<file path="src/rtl/text_overlay_engine.sv">
`default_nettype none
// ============================================================================
// Module   : text_overlay_engine (plus glyph ROM ascii_rom)
// Purpose  : Character-cell text overlay for a raster video stream. A
//            COLS x ROWS cell buffer (bit 7 = blink, bits 6:0 = ASCII code)
//            is looked up per pixel through a glyph ROM and rendered as FG
//            or BG inside a rectangular region. Three-stage pixel pipeline.
//            The buffer is cleared on reset release and on clr_req.
// Ports    : clk, rst_n (async, active low)
//            x, y, video_on, frame_tick      - raster timing in
//            wr_valid/wr_ready/wr_addr/wr_data - cell write port
//            clr_req / busy                  - buffer clear request/status
//            text_on, text_rgb               - pixel out (3-cycle latency)
// Revision : 1.0 - initial release
// ============================================================================

// ----------------------------------------------------------------------------
// ascii_rom: 8x16 glyph ROM, address {code[6:0], glyph_row[3:0]}, 1-cycle
// registered read. Glyphs not populated here read as blank.
// ----------------------------------------------------------------------------
module ascii_rom (
  input  logic        clk,
  input  logic [10:0] addr,
  output logic [7:0]  data
);
  logic [7:0] w_data;

  always_comb begin
    w_data = 8'h00;
    case (addr)
      // 'A'
      11'h412: w_data = 8'h10;
      11'h413: w_data = 8'h38;
      11'h414: w_data = 8'h6C;
      11'h415, 11'h416: w_data = 8'hC6;
      11'h417: w_data = 8'hFE;
      11'h418, 11'h419, 11'h41A, 11'h41B: w_data = 8'hC6;
      // 'B'
      11'h422, 11'h42B: w_data = 8'hFC;
      11'h423, 11'h424, 11'h425: w_data = 8'h66;
      11'h426: w_data = 8'h7C;
      11'h427, 11'h428, 11'h429, 11'h42A: w_data = 8'h66;
      default: w_data = 8'h00;
    endcase
  end

  always_ff @(posedge clk) begin
    data <= w_data;
  end
endmodule

module text_overlay_engine #(
  parameter int          COLS         = 16,
  parameter int          ROWS         = 4,
  parameter int          SCALE        = 1,
  parameter int          X0           = 256,
  parameter int          Y0           = 128,
  parameter logic [11:0] FG           = 12'h0DD,
  parameter logic [11:0] BG           = 12'h111,
  parameter int          BLINK_FRAMES = 30,
  localparam int         AW           = $clog2(COLS*ROWS)
) (
  input  logic          clk,
  input  logic          rst_n,
  input  logic [9:0]    x,
  input  logic [9:0]    y,
  input  logic          video_on,
  input  logic          frame_tick,
  input  logic          wr_valid,
  output logic          wr_ready,
  input  logic [AW-1:0] wr_addr,
  input  logic [7:0]    wr_data,
  input  logic          clr_req,
  output logic          busy,
  output logic          text_on,
  output logic [11:0]   text_rgb
);
  localparam int              c_n          = COLS*ROWS;
  localparam int              c_gw_log2    = 3 + SCALE;
  localparam int              c_gh_log2    = 4 + SCALE;
  localparam logic [31:0]     c_x_lo       = 32'(X0);
  localparam logic [31:0]     c_x_hi       = 32'(X0 + (COLS << c_gw_log2));
  localparam logic [31:0]     c_y_lo       = 32'(Y0);
  localparam logic [31:0]     c_y_hi       = 32'(Y0 + (ROWS << c_gh_log2));
  localparam logic [AW:0]     c_n_ext      = (AW+1)'(c_n);
  localparam logic [AW-1:0]   c_last       = AW'(c_n - 1);
  localparam int              c_bw         = (BLINK_FRAMES > 1) ? $clog2(BLINK_FRAMES) : 1;
  localparam logic [c_bw-1:0] c_blink_last = c_bw'(BLINK_FRAMES - 1);

  typedef enum logic [0:0] {
    S_IDLE  = 1'b0,
    S_CLEAR = 1'b1
  } state_t;

  state_t        r_state, w_state_nxt;
  logic [AW-1:0] r_ptr, w_ptr_nxt;
  logic          w_we;
  logic [AW-1:0] w_waddr;
  logic [7:0]    w_wdata;
  logic          w_addr_ok;

  logic [7:0]    r_mem [c_n];

  logic [c_bw-1:0] r_blink_cnt;
  logic            r_blink_phase;

  // Coordinate arithmetic is 32 bits wide so that x < X0 wraps to a huge
  // value rather than aliasing into the region; in_region gates everything.
  logic [31:0]   w_x, w_y, w_dx, w_dy, w_sdx, w_sdy, w_idx;
  logic          w_in_region;
  logic [AW-1:0] w_rd_addr;
  logic          w_unused_bits;

  logic [7:0]    r1_cell;
  logic [3:0]    r1_grow;
  logic [2:0]    r1_bit;
  logic          r1_in, r1_von;
  logic [2:0]    r2_bit;
  logic          r2_blink, r2_in, r2_von;
  logic [7:0]    w_rom_data;
  logic          w_lit;

  // --------------------------------------------------------------------------
  // Clear FSM and single buffer write port
  // --------------------------------------------------------------------------
  assign busy      = (r_state == S_CLEAR);
  assign wr_ready  = ~busy;
  assign w_addr_ok = ({1'b0, wr_addr} < c_n_ext);

  always_ff @(posedge clk or negedge rst_n) begin
    if (!rst_n) begin
      r_state <= S_CLEAR;
      r_ptr   <= '0;
    end else begin
      r_state <= w_state_nxt;
      r_ptr   <= w_ptr_nxt;
    end
  end

  always_comb begin
    w_state_nxt = r_state;
    w_ptr_nxt   = r_ptr;
    w_we        = 1'b0;
    w_waddr     = wr_addr;
    w_wdata     = wr_data;
    case (r_state)
      S_IDLE: begin
        // A same-cycle write still lands; the clear that follows erases it.
        w_we = wr_valid & w_addr_ok;
        if (clr_req) begin
          w_state_nxt = S_CLEAR;
          w_ptr_nxt   = '0;
        end
      end
      S_CLEAR: begin
        w_we    = 1'b1;
        w_waddr = r_ptr;
        w_wdata = 8'h00;
        if (r_ptr == c_last) begin
          w_state_nxt = S_IDLE;
          w_ptr_nxt   = '0;
        end else begin
          w_ptr_nxt = r_ptr + 1'b1;
        end
      end
      default: begin
        w_state_nxt = S_IDLE;
        w_ptr_nxt   = '0;
      end
    endcase
  end

  always_ff @(posedge clk) begin
    if (w_we) begin
      r_mem[w_waddr] <= w_wdata;
    end
  end

  // --------------------------------------------------------------------------
  // Blink timebase
  // --------------------------------------------------------------------------
  always_ff @(posedge clk or negedge rst_n) begin
    if (!rst_n) begin
      r_blink_cnt   <= '0;
      r_blink_phase <= 1'b0;
    end else if (frame_tick) begin
      if (r_blink_cnt == c_blink_last) begin
        r_blink_cnt   <= '0;
        r_blink_phase <= ~r_blink_phase;
      end else begin
        r_blink_cnt <= r_blink_cnt + 1'b1;
      end
    end
  end

  // --------------------------------------------------------------------------
  // Pixel address generation
  // --------------------------------------------------------------------------
  assign w_x         = {22'd0, x};
  assign w_y         = {22'd0, y};
  assign w_in_region = (w_x >= c_x_lo) && (w_x < c_x_hi) &&
                       (w_y >= c_y_lo) && (w_y < c_y_hi);
  assign w_dx        = w_x - c_x_lo;
  assign w_dy        = w_y - c_y_lo;
  assign w_sdx       = w_dx >> SCALE;
  assign w_sdy       = w_dy >> SCALE;
  assign w_idx       = (w_dy >> c_gh_log2) * 32'(COLS) + (w_dx >> c_gw_log2);
  assign w_rd_addr   = w_in_region ? w_idx[AW-1:0] : '0;

  assign w_unused_bits = ^{w_idx[31:AW], w_sdx[31:3], w_sdy[31:4]};

  // --------------------------------------------------------------------------
  // Pipeline: cell read -> glyph ROM -> output register
  // --------------------------------------------------------------------------
  ascii_rom u_rom (
    .clk  (clk),
    .addr ({r1_cell[6:0], r1_grow}),
    .data (w_rom_data)
  );

  // Blink suppresses lit pixels only during phase 1.
  assign w_lit = w_rom_data[3'd7 - r2_bit] & ~(r2_blink & r_blink_phase);

  always_ff @(posedge clk or negedge rst_n) begin
    if (!rst_n) begin
      r1_cell  <= '0;
      r1_grow  <= '0;
      r1_bit   <= '0;
      r1_in    <= 1'b0;
      r1_von   <= 1'b0;
      r2_bit   <= '0;
      r2_blink <= 1'b0;
      r2_in    <= 1'b0;
      r2_von   <= 1'b0;
      text_on  <= 1'b0;
      text_rgb <= 12'h000;
    end else begin
      r1_cell  <= r_mem[w_rd_addr];
      r1_grow  <= w_sdy[3:0];
      r1_bit   <= w_sdx[2:0];
      r1_in    <= w_in_region;
      r1_von   <= video_on;
      r2_bit   <= r1_bit;
      r2_blink <= r1_cell[7];
      r2_in    <= r1_in;
      r2_von   <= r1_von;
      text_on  <= r2_in & r2_von;
      text_rgb <= (r2_in & r2_von) ? (w_lit ? FG : BG) : 12'h000;
    end
  end
endmodule
`default_nettype wire

</file>
<file path="config.mk">
export PLATFORM = sky130hd
export DESIGN_NAME = text_overlay_engine
export DESIGN_NICKNAME = d
export VERILOG_FILES = /design/src/rtl/text_overlay_engine.sv
export SDC_FILE = /design/constraint.sdc
export NUM_CORES = 1
export LEC_CHECK = 0
export ABC_AREA = 1
export ABC_CLOCK_PERIOD_IN_PS = 4570
export BUFFER_PORTS_ARGS = -buffer_cell sky130_fd_sc_hd__buf_2
export CAP_MARGIN = 20
export CORE_ASPECT_RATIO = 1.75
export CORE_MARGIN = 2
export CORE_UTILIZATION = 35
export DETAILED_ROUTE_END_ITERATION = 6
export PLACE_DENSITY = 0.6
export SYNTH_ARGS = -nofsm -noshare
export SYNTH_HDL_FRONTEND = slang
export SYNTH_SLANG_ARGS = --single-unit
</file>
<file path="constraint.sdc">
create_clock -name clk -period 4.57 [get_ports clk]
set_input_delay 0.2285 -clock clk [delete_from_list [all_inputs] [get_ports clk]]
set_output_delay 0.2285 -clock clk [all_outputs]
set_load 0.01 [all_outputs]
</file>
# --- Word level (Yosys, flattened, before mapping) ---
# Memory sizes are Yosys's and may differ from the RTL's. A register that Yosys moved wholly into a read port is not among the register bits.
# Index checks and enable logic that the tools add are counted.
# Widths: inputs -> output; s select.
totals:
  rom_bits: 0
  mem_bits_rw: 512
  mem_count: 1
  ff_bits: 46
  elab_cells: 82
  latchBits: 0
  output_inout_bits: 15
  in_bits: 40
memory_table:
  columns: ["name", "words", "width", "rd", "rd_ports_with_merged_regs", "write_ports", "line", "text"]
  rows:
  - ["r_mem", 64, 8, 1, 1, 1, "102", "logic [7:0] r_mem [c_n];"]
classes:
  bitwise_logic: 6
  shifts: 0
  reduce_logical: 8
  n_addsub: 6
  div_mod_pow: 0
  n_mul: 0
  n_lt_le_gt_ge: 5
  n_mux: 18
  eq_ne: 23
ops:
  columns: ["operator", "count"]
  rows:
  - ["$eq 11x11->1 const B", 20]
  - ["$pmux 8 s8", 1]
  - ["$mux 6", 4]
  - ["$mux 9", 2]
  - ["$pmux 6 s2", 1]
  - ["$ge 10x8->1 const B", 1]
  - ["$ge 10x9->1 const B", 1]
  - ["$lt 10x10->1 const B", 1]
  - ["$lt 10x9->1 const B", 1]
  - ["$sub 10x9->10 const B", 1]
  - ["$mux 8", 1]
  - ["$reduce_or 7->1", 1]
  - ["$sub 7x1->7 const B", 1]
  - ["$add 6x1->6 const B", 1]
  - ["$add 6x6->6", 1]
  - ["$eq 6x6->1 const B", 1]
  - ["$reduce_or 6->1", 1]
  - ["$add 5x1->5 const B", 1]
  - ["$eq 5x5->1 const B", 1]
  - ["$mux 1", 5]
  - ["$mux 5", 1]
  - ["$lt 3x4->1 const B", 1]
  - ["$pmux 1 s2", 2]
  - ["$and 1x1->1", 3]
  - ["8 further kinds", 12]

# --- Longest topological paths before layout ---
# Gate-level depths: netlist of the first run.
logic_depth:
  depth_word: 6
  depth_mapped: 15
  depth_no_buf: 13

# --- Modules after synthesis ---
# Synthesis of the first run repeated with hierarchy kept, for this count alone.
hier_totals:
  cells_unflattened: 2387
  hier_area_um2: 24482.2
by_module_without_submodules:
  columns: ["module", "cells_per_inst", "seq_area_each_um2", "area_each_um2", "instances"]
  rows:
  - ["text_overlay_engine", 2312, 16351.9, 24021.8, 1]
  - ["ascii_rom", 75, 120.1, 460.4, 1]

# --- Worst setup path after synthesis of the first run ---
# OpenSTA, ideal clock, no wires.
synth_timing:
  path_type: "reg2reg"
  from: "reg r_state, in the netlist busy"
  to: "mem r_mem[0][0], data pin"
  t_required_ns: 4.068
  path_buffers: 2
  stages_incl_launch_ff: 4
  arrival_ns: 2.284
  path_slack_ns: 1.784
  setup_time_ns: 0.502
  period_less_slack_ns: 2.786
  path_cell_list: "dfstp_2 -> buf_2 -> buf_1 -> nor2_1"
synth_via:
  elab_chain_len: 1
synth_rtl:
  columns: ["item", "line", "text"]
  rows:
  - ["start: declaration", "95", "state_t r_state, w_state_nxt;"]
  - ["start signal: assignment", "135", "r_state <= w_state_nxt;"]
  - ["$mux 8", "146", "case (r_state)"]
  - ["via w_wdata[0]", "99", "logic [7:0] w_wdata;"]
  - ["end: declaration", "102", null]
# The timed path passes the listed nets, and every way through them passes these cells.

# --- Worst setup path in the final report of the first run ---
layout_timing:
  from: "reg r_state, in the netlist busy"
  to: "mem r_mem[40][5] (enable)"
layout_via:
  elab_chain_len: 4
  word_cells_on_any_way: 5
  classes_between: "mux: 4; bitwise: 1"
layout_rtl:
  columns: ["item", "line", "text"]
  rows:
  - ["$not 1->1", null, null]
  - ["$pmux 1 s2", "146", null]
  - ["$mux 1", "174", "if (w_we) begin"]
  - ["$mux 1 (implied by the code)", "175", "r_mem[w_waddr] <= w_wdata;"]
# Several ways; a longest one is shown, not always the timed one.

==> results of run 1 <==
## cell usage after synthesis (11+ instances only)
cell type,instances,area (um2)
sky130_fd_sc_hd__inv_1,382,1434
sky130_fd_sc_hd__clkbuf_1,56,210.2
sky130_fd_sc_hd__or2_2,34,212.7
sky130_fd_sc_hd__buf_1,14,52.55
sky130_fd_sc_hd__buf_2,46,230.2
sky130_fd_sc_hd__dfrtp_1,38,950.9
sky130_fd_sc_hd__nor2_1,278,1044
sky130_fd_sc_hd__nand2_1,391,1468
sky130_fd_sc_hd__edfxtp_1,512,15370
sky130_fd_sc_hd__nand4_1,50,312.8
sky130_fd_sc_hd__nand3_1,396,1982
sky130_fd_sc_hd__buf_4,11,82.58
sky130_fd_sc_hd__o21ai_0,70,350.3
sky130_fd_sc_hd__o21ai_1,17,85.08
## state kept, by name, summed over array words and instances (netlist names)
register       count
r1_von             1
busy               1
r1_grow            4
r2_bit             3
r1_in              1
u_rom.data         6
text_rgb           3
r2_von             1
r_blink_phase      1
r_mem            512
r2_blink           1
r2_in              1
r1_cell            8
r1_bit             3
r_blink_cnt        5
r_ptr              6
## per-stage QoR
step	hold WS [ps]	instances	instance area (um2)
4_1_cts	116.2	3359	27670
3_3_place_gp	334.2	3259	25870
5_1_grt	21.40	3360	27690
6_report	24.67	3360	27690
3_5_place_dp	338.8	3259	25870
2_1_floorplan	-67.09	2359	24330
## per-layer routing
| layer | vias up | routed length, um |
|---|---|---|
| li1 | 7894 | - |
| met1 | 7711 | 22550 |
| met2 | 512 | 32680 |
| met3 | 146 | 3059 |
| met4 | 0 | 3118 |
| met5 | - | 0 |
## cell families after synthesis
| group | Yosys count |
|---|---|
| compound gates | 100 |
| xor+xnor | 5 |
| fa+ha+maj | 5 |
| buf+inv | 513 |
| flops | 557 |
| other cells | 1 |
| simple gates | 1174 |
## cell type report
type | instances | area (um2) | area share [%]
clock buffers | 56 | 1274 | 4.600
clock inverters | 33 | 419.2 | 1.514
inverters | 386 | 1449 | 5.233
multi-input cells | 1289 | 5937 | 21.44
flip-flops and latches | 557 | 16470 | 59.49
well taps | 903 | 1130 | 4.080
repair buffers | 136 | 1008 | 3.642
## power by group through the flow
stage | clock [mW] | sequential [mW] | combinational (mW)
CTS | 4.44 | 6.29 | 1.63
detailed placement | 0 | 6.39 | 1.61
global placement | 0 | 6.37 | 1.57
floorplan | 0 | 6.34 | 0.894
finish | 4.35 | 6.29 | 1.62
global route | 4.63 | 6.32 | 1.76
## worst paths after layout
path	from	to	depth (start not counted)
min in group clk	y[8]	r1_in	5
min	rst_n	r_ptr[3]	2
min reg2reg	r1_bit[0]	r2_bit[0]	0
max reg2reg	busy	r_mem[40][5]	5
max	busy	r_mem[40][5]	5
max in group asynchronous	rst_n	r2_bit[1]	3
## critical path, stage by stage, from the launching register on
cell and delay (ps):
sky130_fd_sc_hd__dfstp_2 950, sky130_fd_sc_hd__inv_1 210, sky130_fd_sc_hd__or2_2 330, sky130_fd_sc_hd__o21ai_2 160
sky130_fd_sc_hd__nand3_1 690, sky130_fd_sc_hd__nor2_1 800
## placed cells by master, fill, tap and decap left out, types with 3 or more instances in the layout
cell | Yosys | routed
sky130_fd_sc_hd__nor4_1 | 8 | 8
sky130_fd_sc_hd__or2_2 | 34 | 34
sky130_fd_sc_hd__conb_1 | 1 | 5
sky130_fd_sc_hd__dfxtp_1 | 6 | 6
sky130_fd_sc_hd__buf_2 | 46 | 46
sky130_fd_sc_hd__clkbuf_1 | 56 | 6
sky130_fd_sc_hd__nand3b_1 | 8 | 8
sky130_fd_sc_hd__nand2_1 | 391 | 391
sky130_fd_sc_hd__o21ai_0 | 70 | 70
sky130_fd_sc_hd__nand4_1 | 50 | 50
sky130_fd_sc_hd__o22ai_1 | 3 | 3
sky130_fd_sc_hd__a21oi_1 | 3 | 3
sky130_fd_sc_hd__clkbuf_16 | 0 | 50
sky130_fd_sc_hd__nor3_1 | 5 | 5
sky130_fd_sc_hd__o21ai_1 | 17 | 17
sky130_fd_sc_hd__dlygate4sd3_1 | 0 | 11
sky130_fd_sc_hd__bufinv_16 | 0 | 7
sky130_fd_sc_hd__nand3_1 | 396 | 394
sky130_fd_sc_hd__nor2_1 | 278 | 269
sky130_fd_sc_hd__nor2_4 | 1 | 10
sky130_fd_sc_hd__edfxtp_1 | 512 | 512
sky130_fd_sc_hd__clkinv_16 | 0 | 3
sky130_fd_sc_hd__ha_1 | 5 | 5
sky130_fd_sc_hd__inv_1 | 382 | 382
sky130_fd_sc_hd__inv_2 | 4 | 4
sky130_fd_sc_hd__nand3_4 | 0 | 3
sky130_fd_sc_hd__buf_12 | 0 | 6
sky130_fd_sc_hd__clkinv_2 | 0 | 9
sky130_fd_sc_hd__buf_4 | 11 | 73
sky130_fd_sc_hd__dfrtp_1 | 38 | 38
sky130_fd_sc_hd__clkinv_1 | 0 | 9
sky130_fd_sc_hd__xnor2_1 | 3 | 3
==> parameters.txt, run 1 <==
Parameter                              Value

Run status
  Status    finished clean

Floorplanning
  Site Rows    127
  Total die area    between 0.07 and 0.08 mm2
  Initial cell density of the core    35.43%
  Die outline width    203.3 um
  Die H    352.7 um
  Count of boundary I/O pins    55
  Area of the placeable core    0.06865 mm2

Synth
  Share of the synthesized netlist area taken by xor and xnor gates    0.1801%
  Multiplexer fraction of the synthesized cell area    0%
  Summed instance area of the synthesized netlist    0.02432 mm2
  Number of warnings printed during yosys synthesis    0
  Adder-cell share of the synthesized area    0.2573%
  Combinational family with the most area after synthesis    simple AND/OR/NAND/NOR gates
  Average footprint of a synthesized cell    10.33 um2
  Number of different library cells in the post-synthesis netlist    36
  Proportion of synthesized flip-flops having asynchronous set or reset    7.002%
  FF+latch count, synth    between 500 and 600
  Most used flip-flop cell after synthesis    sky130_fd_sc_hd__edfxtp_1
  Sequential-to-total area share from yosys stat    between 60 and 70%
  Gate Count Post-Synth    2355
  Number of enable-type register cells in the synthesized netlist    512
  Synth Area in Compound Gates    around 2.2%
  Post-synthesis share of cell area spent on and, or, nand and nor gates    21.34%

Global routing
  Antenna violations before repair    0
  Largest net degree at the start of global routing    89
  GR Layer Usage met1    a little under a fifth
  Met2 layer usage reported by global route    a little under a third
  Total global routing overflow    0
  Global-route wire length before repair    92950 um
  Number of global-route vias before repair    16360
  Most crowded layer after global routing    met2
  Met3 Track Usage GR    under 10%
  Total routing resource utilization after global routing    between 15 and 20%

Place
  Global placement routability congestion    0.9131
  Post-DP HPWL    37920 um
  Quantity of I/O buffers inserted on ports    47
  Setup slack at placement    1041 ps

Critical path
  Worst R2R Setup Slack    1020 ps
  Required time at the endpoint of the critical path    4810 ps
  Crit Path Category    reg2reg
  Data arrival at the endpoint of the critical path    ~3800 ps
  Type of destination of the critical path    register
  Highest fanout seen on the critical path    24
  Worst setup SP type    register

Route
  Drt total wl    61410 um
  Average wire per cell in the routed design    18.28 um
  Vias per cell    4.840
  Count of TritonRoute iterations in the first routing pass    7
  Count of antenna-violating nets left after detailed routing    0
  Remaining design rule violation count    0
  Vias post-DR    ~16000
  Drt initial violations    1370

Final layout
  Area Overhead vs Synth    13.86%
  Layout net count    2465
  Antenna diode count    0
  Share of cells above drive strength 1    between 10 and 15%
  Filler Cell Count    approximately 6500
  Final core utilization    a little over 40%

Power and ir drop
  Total power consumption of the routed design    12.26 mW
  Logic pwr share    13.2%
  Static leakage    approximately 12 nW
  Sequential power share    51.3%
  Portion of total power attributed to the clock network    35.5%
  Int Pwr    8.934 mW
  Maximum vdd ir drop    0.3506 mV
  Switching part of the total    27.10%
  Power per unit of standard cell area    442.6 mW/mm2
  Switching power summed over all nets    3.322 mW

Clock tree
  TritonCTS buffer count    50
  Maximum root-to-sink buffer count    3
  Setup fix buffers added after clock tree synthesis    0
  Clock tree from TritonCTS    built
  Post-cts resize count    0
  TritonCTS Sinks    557
  Insertion delay to the later sink of the worst-skew pair    650 ps
  Hold-fix buffer count after cts    11
  CTS Root Cell    sky130_fd_sc_hd__clkbuf_16
  Level count of the clock H-tree    2
  Clock input transition at the sequential cells of the worst setup and hold paths    roughly 60 ps

STA
  Worst slew pin tran    1080 ps
  Final worst slack    1019 ps
  Final worst path period share    77.70%
  Normalized max-slew margin    27.89%
  Post-route minimum period    approximately 3600 ps
  Unrepaired setup endpoints after global routing    no
  Total Negative Setup Slacks    0 ps
  Endpoints failing setup    0
  Fmax achieved    281.6 MHz
  Clock skew    about 52 ps
  Final slew viol count    0
  Final number of hold-violating endpoints    0

Hold path
  Class of the most critical hold timing path    in2async

Job
  Max_cap viols    0
(Power assumes the default switching activity.)
==> inputs of run 2 (changes only) <==
--- a/config.mk
+++ b/config.mk
@@ -6,14 +6,14 @@
 export NUM_CORES = 1
 export LEC_CHECK = 0
 export ABC_AREA = 1
-export ABC_CLOCK_PERIOD_IN_PS = 4570
+export ABC_CLOCK_PERIOD_IN_PS = 2950
 export BUFFER_PORTS_ARGS = -buffer_cell sky130_fd_sc_hd__buf_2
 export CAP_MARGIN = 20
 export CORE_ASPECT_RATIO = 1.75
 export CORE_MARGIN = 2
 export CORE_UTILIZATION = 35
 export DETAILED_ROUTE_END_ITERATION = 6
-export PLACE_DENSITY = 0.6
+export PLACE_DENSITY = 0.61
 export SYNTH_ARGS = -nofsm -noshare
 export SYNTH_HDL_FRONTEND = slang
 export SYNTH_SLANG_ARGS = --single-unit
==> constraint.sdc (replaced) <==
create_clock -name clk -period 2.95 [get_ports clk]
set_input_delay 0.1475 -clock clk [delete_from_list [all_inputs] [get_ports clk]]
set_output_delay 0.1475 -clock clk [all_outputs]
set_load 0.01 [all_outputs]
==> run 2 against run 1 <==
Compared with the run above:
- via count increased by 1.4%
- sequential share of layout area decreased by 0.55 points
- combinational power increased by 69%
- global-route usage decreased by 0.067 points
- power increased by 54%
- hold slack improved by 26 ps
- count of clock-buffer cells in the layout decreased by 2
- largest power group unchanged
- register-to-register slack got worse by 840 ps
- core utilization increased by 0.38 points
- critical endpoint is now r_mem[44][4]
==> parameters.txt, run 2 (synthesis gave the netlist of run 1 again) <==
Parameter                              Value

Power and ir drop
  Int Pwr    13.73 mW (was 8.934 mW)
  Maximum vdd ir drop    0.4527 mV (was 0.3506 mV)
  Power per unit of standard cell area    673.8 mW/mm2 (was 442.6 mW/mm2)
  Static leakage    11.67 nW (was 11.54 nW)
  Total power consumption of the routed design    18.83 mW (was 12.26 mW)
  Portion of total power attributed to the clock network    33.9% (was 35.5%)
  Sequential power share    51.6% (was 51.3%)
  Switching part of the total    27.10% (about the same)
  Switching power summed over all nets    5.104 mW (was 3.322 mW)
  Logic pwr share    14.5% (was 13.2%)

STA
  Worst slew pin tran    1052 ps (was 1080 ps)
  Unrepaired setup endpoints after global routing    yes (was no)
  Fmax achieved    361.2 MHz (was 281.6 MHz)
  Final worst path period share    93.84% (was 77.70%)
  Post-route minimum period    2768 ps (was 3551 ps)
  Normalized max-slew margin    29.86% (was 27.89%)
  Endpoints failing setup    0 (unchanged)
  Clock skew    35.10 ps (was 51.72 ps)
  Final number of hold-violating endpoints    0 (unchanged)
  Final slew viol count    0 (unchanged)

Final layout
  Total area of multi-input combinational cells    0.005937 mm2 (unchanged)
  Register with the most flip-flops    r_mem (unchanged)
  Total non-filler cell area in the finished layout    0.02795 mm2 (was 0.02769 mm2)
  Max reg flops    512 (unchanged)
  Filler Cell Count    6521 (was 6541)
  Layout net count    2495 (was 2465)
  Share of cells above drive strength 1    11.21% (was 10.30%)
  Most common library cell in the layout ignoring fill and taps    sky130_fd_sc_hd__edfxtp_1 (unchanged)
  Antenna diode count    0 (unchanged)
  Area occupied by registers    0.01647 mm2 (unchanged)
  Largest registers    r_mem (512), r1_cell (8) (unchanged)
  Area Overhead vs Synth    14.93% (was 13.86%)
  Leading cell types in the layout, fill and taps excluded    512 x sky130_fd_sc_hd__edfxtp_1, 394 x sky130_fd_sc_hd__nand3_1, 391 x sky130_fd_sc_hd__nand2_1, 382 x sky130_fd_sc_hd__inv_1, 269 x sky130_fd_sc_hd__nor2_1 (unchanged)

Floorplanning
  Site Rows    127 (unchanged)
  Die H    352.7 um (unchanged)
  Initial cell density of the core    35.43% (unchanged)
  Die outline width    203.3 um (unchanged)
  Count of boundary I/O pins    55 (unchanged)
  Total die area    0.07169 mm2 (unchanged)
  Area of the placeable core    0.06865 mm2 (unchanged)

Critical path
  Type of destination of the critical path    register (unchanged)
  Data arrival at the endpoint of the critical path    3020 ps (was 3790 ps)
  Worst setup SP type    register (unchanged)
  Highest fanout seen on the critical path    17 (was 24)
  Depth of the worst register-to-register path    5 (unchanged)
  Start point of the critical path    busy (unchanged)
  Crit Path Category    reg2reg (unchanged)
  Beginning of the worst register-to-register path    busy (unchanged)
  Required time at the endpoint of the critical path    3210 ps (was 4810 ps)
  Worst R2R Setup Slack    180 ps (was 1020 ps)

Place
  Quantity of I/O buffers inserted on ports    47 (unchanged)
  Cell Area, Placed    0.02619 mm2 (was 0.02587 mm2)
  Post-DP HPWL    37830 um (was 37920 um)
  Global placement routability congestion    0.8776 (was 0.9131)

Route
  Count of TritonRoute iterations in the first routing pass    6 (was 7)
  Vias post-DR    16480 (was 16260)
  Drt initial violations    1455 (was 1370)
  Count of antenna-violating nets left after detailed routing    0 (unchanged)
  Remaining design rule violation count    0 (unchanged)
  Average wire per cell in the routed design    17.98 um (was 18.28 um)
  Drt total wl    60980 um (was 61410 um)
  Vias per cell    4.861 (was 4.840)

Clock tree
  Clock input transition at the sequential cells of the worst setup and hold paths    70 ps (was 60 ps)
  Insertion delay to the later sink of the worst-skew pair    630 ps (was 650 ps)
  Maximum root-to-sink buffer count    3 (unchanged)
  Setup fix buffers added after clock tree synthesis    0 (unchanged)
  Clock tree from TritonCTS    built (unchanged)
  TritonCTS Sinks    557 (unchanged)
  Level count of the clock H-tree    2 (unchanged)
  TritonCTS buffer count    50 (unchanged)
  CTS Root Cell    sky130_fd_sc_hd__clkbuf_16 (unchanged)

Global routing
  Total routing resource utilization after global routing    16.97% (was 17.04%)
  Number of global-route vias before repair    16300 (was 16360)
  Global-route wire length before repair    92410 um (was 92950 um)
  Total global routing overflow    0 (unchanged)
  Largest net degree at the start of global routing    110 (was 89)
  Antenna violations before repair    0 (unchanged)

Run status
  Status    finished clean (unchanged)

Job
  Max_cap viols    0 (unchanged)

Hold path
  Startpoint of the tightest hold check path    y[8]
  Class of the most critical hold timing path    in2reg (was in2async)
  Hold Path Stages    5
==> run 2: repair_timing <==
action / in CTS / in global routing
setup endpoints to repair: 0 / 16
hold buffers: 12 / 1
gates resized for setup: 0 / 0
hold endpoints to repair: 70 / 6
==> run 2: power by group through the flow <==
stage	Clock (mW)	Sequential (mW)	Combinational, mW
after floorplan	0	9.82	1.38
after global placement	0	9.85	2.63
after detailed placement	0	9.88	2.70
after CTS	6.52	9.71	2.72
after global routing	6.78	9.77	2.96
final	6.39	9.72	2.73
==> run 2: stage by stage <==
stage	util [%]	hold slack [ps]	setup TNS [ps]	setup WS, ps	std cells
finish	40.72	50.70	0	181.6	3391
global route	40.72	58.01	-177.6	-14.65	3391
CTS	40.67	35.03	0	147.7	3389
detailed placement	38.15	258.7	0	180.5	3287
global placement	38.15	258.7	0	211.7	3287
floorplan	-	-148.1	0	163.7	2359
==> run 2: layout make-up <==
cell class                 instances  area share [%]
multi-input combinational       1289           21.24
timing repair buffer             166           4.835
clock inverter                    36           1.231
tap                              903           4.042
sequential                       557           58.94
inverter                         386           5.184
clock buffer                      54           4.530
==> run 2: worst paths after layout <==
check	to
hold reg to reg	r2_von
setup reg to reg	r_mem[44][4]
min in group asynchronous	r_ptr[5]
hold / removal	r1_in
max in group asynchronous	r1_cell[5]
setup / recovery	r_mem[44][4]
==> run 2: worst max-delay path: stages, from the launching register on <==
cell	delay (ps)
sky130_fd_sc_hd__dfstp_2	700
sky130_fd_sc_hd__inv_1	150
sky130_fd_sc_hd__or2_2	300
sky130_fd_sc_hd__o21ai_2	170
sky130_fd_sc_hd__nand4_1	400
sky130_fd_sc_hd__nor2_1	660
==> run 2: layer usage <==
metal  vias up  wire length (um)  track usage (%)
met1      7863             22820            18.83
li1       7960                 -                -
met4         0              3083            8.599
met5         -                 0                0
met2       515             32140            31.55
met3       146              2931            2.024
